## src/rtl/mem_arbiter.sv

```systemverilog
// Two-requester arbiter (instruction fetch + data) in front of one single-port
// synchronous memory. Each access takes three cycles: grant, memory access, response.
module mem_arbiter #(
  parameter int ADDR_W = 32,
  parameter int DATA_W = 32
) (
  input  logic                clk,
  input  logic                rst,
  input  logic                if_req_i,
  input  logic [ADDR_W-1:0]   if_addr_i,
  output logic                if_ack_o,
  output logic [DATA_W-1:0]   if_data_o,
  output logic                if_stall_o,
  input  logic                d_req_i,
  input  logic                d_we_i,
  input  logic [ADDR_W-1:0]   d_addr_i,
  input  logic [DATA_W/8-1:0] d_sel_i,
  input  logic [DATA_W-1:0]   d_wdata_i,
  output logic                d_ack_o,
  output logic [DATA_W-1:0]   d_rdata_o,
  output logic                d_stall_o,
  output logic                mem_ce_o,
  output logic                mem_we_o,
  output logic [ADDR_W-1:0]   mem_addr_o,
  output logic [DATA_W/8-1:0] mem_sel_o,
  output logic [DATA_W-1:0]   mem_wdata_o,
  input  logic [DATA_W-1:0]   mem_rdata_i
);

  typedef enum logic [1:0] {IDLE, ACC, RESP} state_e;

  state_e                state_q, state_d;
  logic                  last_d_q, last_d_d;
  logic                  gnt_d_q, gnt_d_d;
  logic                  mem_ce_q, mem_ce_d;
  logic                  mem_we_q, mem_we_d;
  logic [ADDR_W-1:0]     mem_addr_q, mem_addr_d;
  logic [DATA_W/8-1:0]   mem_sel_q, mem_sel_d;
  logic [DATA_W-1:0]     mem_wdata_q, mem_wdata_d;
  logic                  if_ack_q, if_ack_d;
  logic                  d_ack_q, d_ack_d;
  logic [DATA_W-1:0]     if_data_q, if_data_d;
  logic [DATA_W-1:0]     d_data_q, d_data_d;
  logic                  pick_d;

  // Data wins unless fetch is also waiting and data had the previous grant.
  assign pick_d = d_req_i && (!if_req_i || !last_d_q);

  always_comb begin
    state_d     = state_q;
    last_d_d    = last_d_q;
    gnt_d_d     = gnt_d_q;
    mem_ce_d    = 1'b0;
    mem_we_d    = 1'b0;
    mem_addr_d  = mem_addr_q;
    mem_sel_d   = mem_sel_q;
    mem_wdata_d = mem_wdata_q;
    if_ack_d    = 1'b0;
    d_ack_d     = 1'b0;
    if_data_d   = if_data_q;
    d_data_d    = d_data_q;
    case (state_q)
      IDLE: if (if_req_i || d_req_i) begin
        state_d  = ACC;
        gnt_d_d  = pick_d;
        last_d_d = pick_d;
        mem_ce_d = 1'b1;
        if (pick_d) begin
          mem_we_d    = d_we_i;
          mem_addr_d  = d_addr_i;
          mem_sel_d   = d_sel_i;
          mem_wdata_d = d_wdata_i;
        end else begin
          mem_addr_d  = if_addr_i;
          mem_sel_d   = '1;
          mem_wdata_d = '0;
        end
      end
      ACC: begin
        state_d  = RESP;
        if_ack_d = !gnt_d_q;
        d_ack_d  = gnt_d_q;
      end
      RESP: begin
        state_d = IDLE;
        // Keep the word seen during the ack so the port holds it afterwards.
        if (if_ack_q) if_data_d = mem_rdata_i;
        if (d_ack_q)  d_data_d  = mem_rdata_i;
      end
      default: state_d = IDLE;
    endcase
  end

  always_ff @(posedge clk or negedge rst) begin
    if (!rst) begin
      state_q     <= IDLE;
      last_d_q    <= 1'b0;
      gnt_d_q     <= 1'b0;
      mem_ce_q    <= 1'b0;
      mem_we_q    <= 1'b0;
      mem_addr_q  <= '0;
      mem_sel_q   <= '0;
      mem_wdata_q <= '0;
      if_ack_q    <= 1'b0;
      d_ack_q     <= 1'b0;
      if_data_q   <= '0;
      d_data_q    <= '0;
    end else begin
      state_q     <= state_d;
      last_d_q    <= last_d_d;
      gnt_d_q     <= gnt_d_d;
      mem_ce_q    <= mem_ce_d;
      mem_we_q    <= mem_we_d;
      mem_addr_q  <= mem_addr_d;
      mem_sel_q   <= mem_sel_d;
      mem_wdata_q <= mem_wdata_d;
      if_ack_q    <= if_ack_d;
      d_ack_q     <= d_ack_d;
      if_data_q   <= if_data_d;
      d_data_q    <= d_data_d;
    end
  end

  assign if_ack_o    = if_ack_q;
  assign d_ack_o     = d_ack_q;
  assign if_data_o   = if_ack_q ? mem_rdata_i : if_data_q;
  assign d_rdata_o   = d_ack_q  ? mem_rdata_i : d_data_q;
  assign if_stall_o  = if_req_i && !if_ack_q;
  assign d_stall_o   = d_req_i && !d_ack_q;
  assign mem_ce_o    = mem_ce_q;
  assign mem_we_o    = mem_we_q;
  assign mem_addr_o  = mem_addr_q;
  assign mem_sel_o   = mem_sel_q;
  assign mem_wdata_o = mem_wdata_q;

endmodule

```

## config.mk

```make
export PLATFORM = sky130hd
export DESIGN_NAME = mem_arbiter
export DESIGN_NICKNAME = d
export VERILOG_FILES = /design/src/rtl/mem_arbiter.sv
export SDC_FILE = /design/constraint.sdc
export NUM_CORES = 1
export LEC_CHECK = 0
export CORE_MARGIN = 2
export CORE_UTILIZATION = 40
export DETAILED_ROUTE_END_ITERATION = 8
export GPL_TIMING_DRIVEN = 0
export PLACE_DENSITY = 0.74
export SLEW_MARGIN = 20
export SYNTH_ARGS = -nofsm -noshare
export SYNTH_HDL_FRONTEND = slang
export SYNTH_SLANG_ARGS = --single-unit
```

## constraint.sdc

```tcl
create_clock -name clk -period 2.6 [get_ports clk]
set_input_delay 0.39 -clock clk [delete_from_list [all_inputs] [get_ports clk]]
set_output_delay 0.39 -clock clk [all_outputs]
set_load 0.02 [all_outputs]
```

==> PnR_summary.wiki <==
{| class="wikitable"
! Metric !! Value
|-
| Run status || complete, no violations
|-
| Critical path, cell by cell || buf_4 > mux2_2 > clkdlybuf4s50_1
|-
| Total Wirelength || 16,500 µm
|-
| Number of cells on the worst reg-to-reg path || 5
|-
| Worst reg2reg path endpoint || mem_addr_o[23]
|-
| Synthesized instance count || 411
|-
| Number of storage elements in the synthesis netlist || 139
|-
| Clock H-tree levels || 4
|-
| Slew Limit Headroom || 67.1%
|-
| Share of final-layout standard cells stronger than drive strength 1 || 35.0%
|-
| Clock tree from TritonCTS || done
|-
| Slowest CP cell || sky130_fd_sc_hd__clkdlybuf4s50_1
|-
| CTS Sinks || 139
|-
| Critical path data required time || 2210 ps
|-
| Residual DRC count || 0
|-
| Global routing usage summed across all routing layers || 19.6%
|-
| Number of standard-cell rows in the floorplan || 46
|-
| Buffers on Ports || 274
|-
| Commonest non-fill, non-tap cell in the layout || sky130_fd_sc_hd__clkdlybuf4s50_1
|-
| Die span in y || 130 µm
|-
| Number of library cell types mapped by synthesis || 21
|-
| Hold violation total from the final report || 0
|-
| Remaining Overflow, GRT || 0
|-
| Worst min-delay path category || flop to flop
|-
| Crit end category || primary output
|-
| Cell family contributing the most delay on the critical path || buffers and inverters
|-
| Clock root buffer master || sky130_fd_sc_hd__clkbuf_16
|-
| Core region area || 0.0157 mm²
|-
| Placed wire-length estimate || 12,500 µm
|-
| Cell area after technology mapping || 0.00634 mm²
|-
| Static power due to leakage || 4.32 nW
|-
| Delay contributed by the slowest stage of the critical path || 590 ps
|-
| Post-Route Skew || 7.15 ps
|-
| Per-cell via count in the routed design || 4.88
|-
| Start-to-end type of the worst setup path || flop to primary output
|-
| Final critical-path setup slack || 90.7 ps
|-
| Startpoint Class || flop
|-
| Latest clock arrival within the worst-skew pair || 420 ps
|-
| Critical Path Start || if_ack_o
|-
| Effective utilization at floorplan || 40.5%
|-
| Placement-stage worst setup slack || 288 ps
|-
| Launching point of the worst reg2reg path || state_q[1]
|-
| Iteration-0 DRC count of the detailed router || 113
|-
| Synthesized netlist net count || 548
|-
| Actual slew at the worst max-slew pin || 493 ps
|-
| Floorplan die area || 0.0169 mm²
|-
| Min Clock Period, post-route || 2510 ps
|-
| Power, Total || 13.8 mW
|-
| Number of fillers in the final layout || 1,164
|-
| Hold endpoint || state_q[1]
|-
| Worst reg2reg setup slack || 730 ps
|-
| Highest clock rate || 399 MHz
|-
| Initial DRT Pass Iterations || 4
|-
| Mean Syn Cell Area || 15.4 µm²
|-
| Worst-path fanout max || 10
|-
| Antenna fix cells || 0
|-
| Initial antenna violation count || 0
|-
| Bufs on Longest Clock Path || 2
|-
| Number of nets in the finished design || 841
|-
| DR WL/cell || 17.7 µm
|-
| Worst ir drop on vdd || 654 µV
|-
| Vias in the first global route || 4,830
|-
| I/O pin cnt || 275
|-
| Final-report setup violation count || 0
|-
| Final Slew Violations || 0
|-
| Number of cells on the worst hold path || 1
|-
| Pin count of the biggest net entering global routing || 76
|-
| Area growth, synth to finish || 58.7%
|-
| Detailed-route via count || 4,549
|-
| Post-CTS setup repair buffer count || 0
|-
| Cts bufs inserted || 17
|-
| Leading cell types in the layout, fill and taps excluded || sky130_fd_sc_hd__clkdlybuf4s50_1 (273), sky130_fd_sc_hd__mux2_2 (163), sky130_fd_sc_hd__dfrtp_1 (139), sky130_fd_sc_hd__a22o_1 (32), sky130_fd_sc_hd__mux2_4 (29)
|-
| RSZ-0062 raised after global routing || false
|-
| Gpl congestion || 0.802
|-
| Max Cap Viol || 0
|-
| First-pass GRT wire length || 25,100 µm
|-
| Number of nets still failing antenna checks after routing || 0
|-
| Arr. time, crit path || 2120 ps
|-
| Sequential area share after synthesis || 54.9%
|-
| Tcrit/Tclk final || 96.5%
|-
| Power density cells || 1380 mW/mm²
|-
| Clock-pin slew on the worst setup and hold paths || 60 ps
|-
| Synthesis Warnings || 0
|-
| Die boundary width || 130 µm
|-
| Worst hold path startpoint || state_q[1]
|-
| Buffers & Inverters on Critical Path || 2
|}
## area by class of cell
type	count	area [µm²]	area share (%)
Tap cell	216	270	2.69
Buffer	26	168	1.67
Clock inverter	13	215	2.14
Sequential cell	139	3480	34.6
Inverter	2	7.51	0.0746
Timing Repair Buffer	276	2790	27.7
Multi-Input combinational cell	242	2690	26.8
Clock buffer	19	443	4.40
## synthesized netlist by cell type (all sizes together)
cell | number | share of area (%)
and2 | 1 | 0.099
dfrtp | 139 | 55
nand2b | 1 | 0.099
o21ai | 1 | 0.26
nor2 | 1 | 0.059
o22a | 4 | 0.55
clkbuf | 5 | 0.30
a21boi | 1 | 0.30
and3 | 2 | 0.20
a21o | 1 | 0.12
buf | 23 | 2.2
inv | 2 | 0.12
nor2b | 4 | 0.39
nand2 | 1 | 0.059
nand3 | 1 | 0.079
mux2 | 192 | 36
a22o | 32 | 4.4
## how the worst max path moves through the flow
stage / to / slack [ps] / depth (start not counted)
finish: if_data_o[29] / 90 / 3
global route: if_data_o[29] / 10 / 3
CTS: if_data_o[29] / 70 / 3
detailed placement: mem_addr_o[10] / 290 / 5
global placement: mem_wdata_o[0] / -4230 / 1
floorplan: d_data_q[10] / 910 / 4
## report_power, final
group	switching, mW	total (mW)	internal [mW]
clock network	0.931	2.67	1.74
registers	0.549	3.76	3.21
logic	3.42	7.42	4.00
total	4.90	13.8	8.95
## sequential cells by signal, indices dropped and copies added (netlist names)
name and count:
d_ack_o 1, if_data_q 32, mem_wdata_o 32, state_q 2, gnt_d_q 1, mem_ce_o 1
mem_we_o 1, mem_addr_o 32, d_data_q 32, mem_sel_o 4, if_ack_o 1
## layer usage
metal  vias up  share of wire, %  GRT usage, %
met5         -                 0             0
met4         0               2.2          7.97
met3        27               8.1          6.93
met2       187                50          33.6
met1      2229                40          22.5
li1       2106                 -             -
## through the flow
| step | TNS, ps | instance area, µm² | hold WS, ps | util (%) | instances |
|---|---|---|---|---|---|
| final | 0 | 10100 | 483 | 64.3 | 933 |
| after global placement | -586100 | 9350 | 464 | 59.7 | 901 |
| after global routing | 0 | 10100 | 505 | 64.3 | 933 |
| after CTS | 0 | 10100 | 479 | 64.3 | 933 |
| after floorplan | 0 | 6340 | 94.4 | - | 411 |
| after detailed placement | 0 | 9380 | 370 | 59.9 | 902 |
## cells by family (layout without fill, tap and decap cells)
| logic type | after synthesis | after routing | share of synthesized area, % |
|---|---|---|---|
| buffers and inverters | 30 | 336 | 2.65 |
| AO/OA/AOI/OAI | 39 | 39 | 5.65 |
| multiplexers | 192 | 192 | 35.8 |
| flip-flops | 139 | 139 | 54.9 |
| AND/OR/NAND/NOR | 11 | 11 | 0.987 |
## repair_timing
item                                    CTS  global route
gates resized for setup                   6             0
endpoints found under the setup margin   58             0
hold endpoints to repair                 64             0
hold buffers                              1             0
Note: power is estimated with default switching activity, not from simulation.
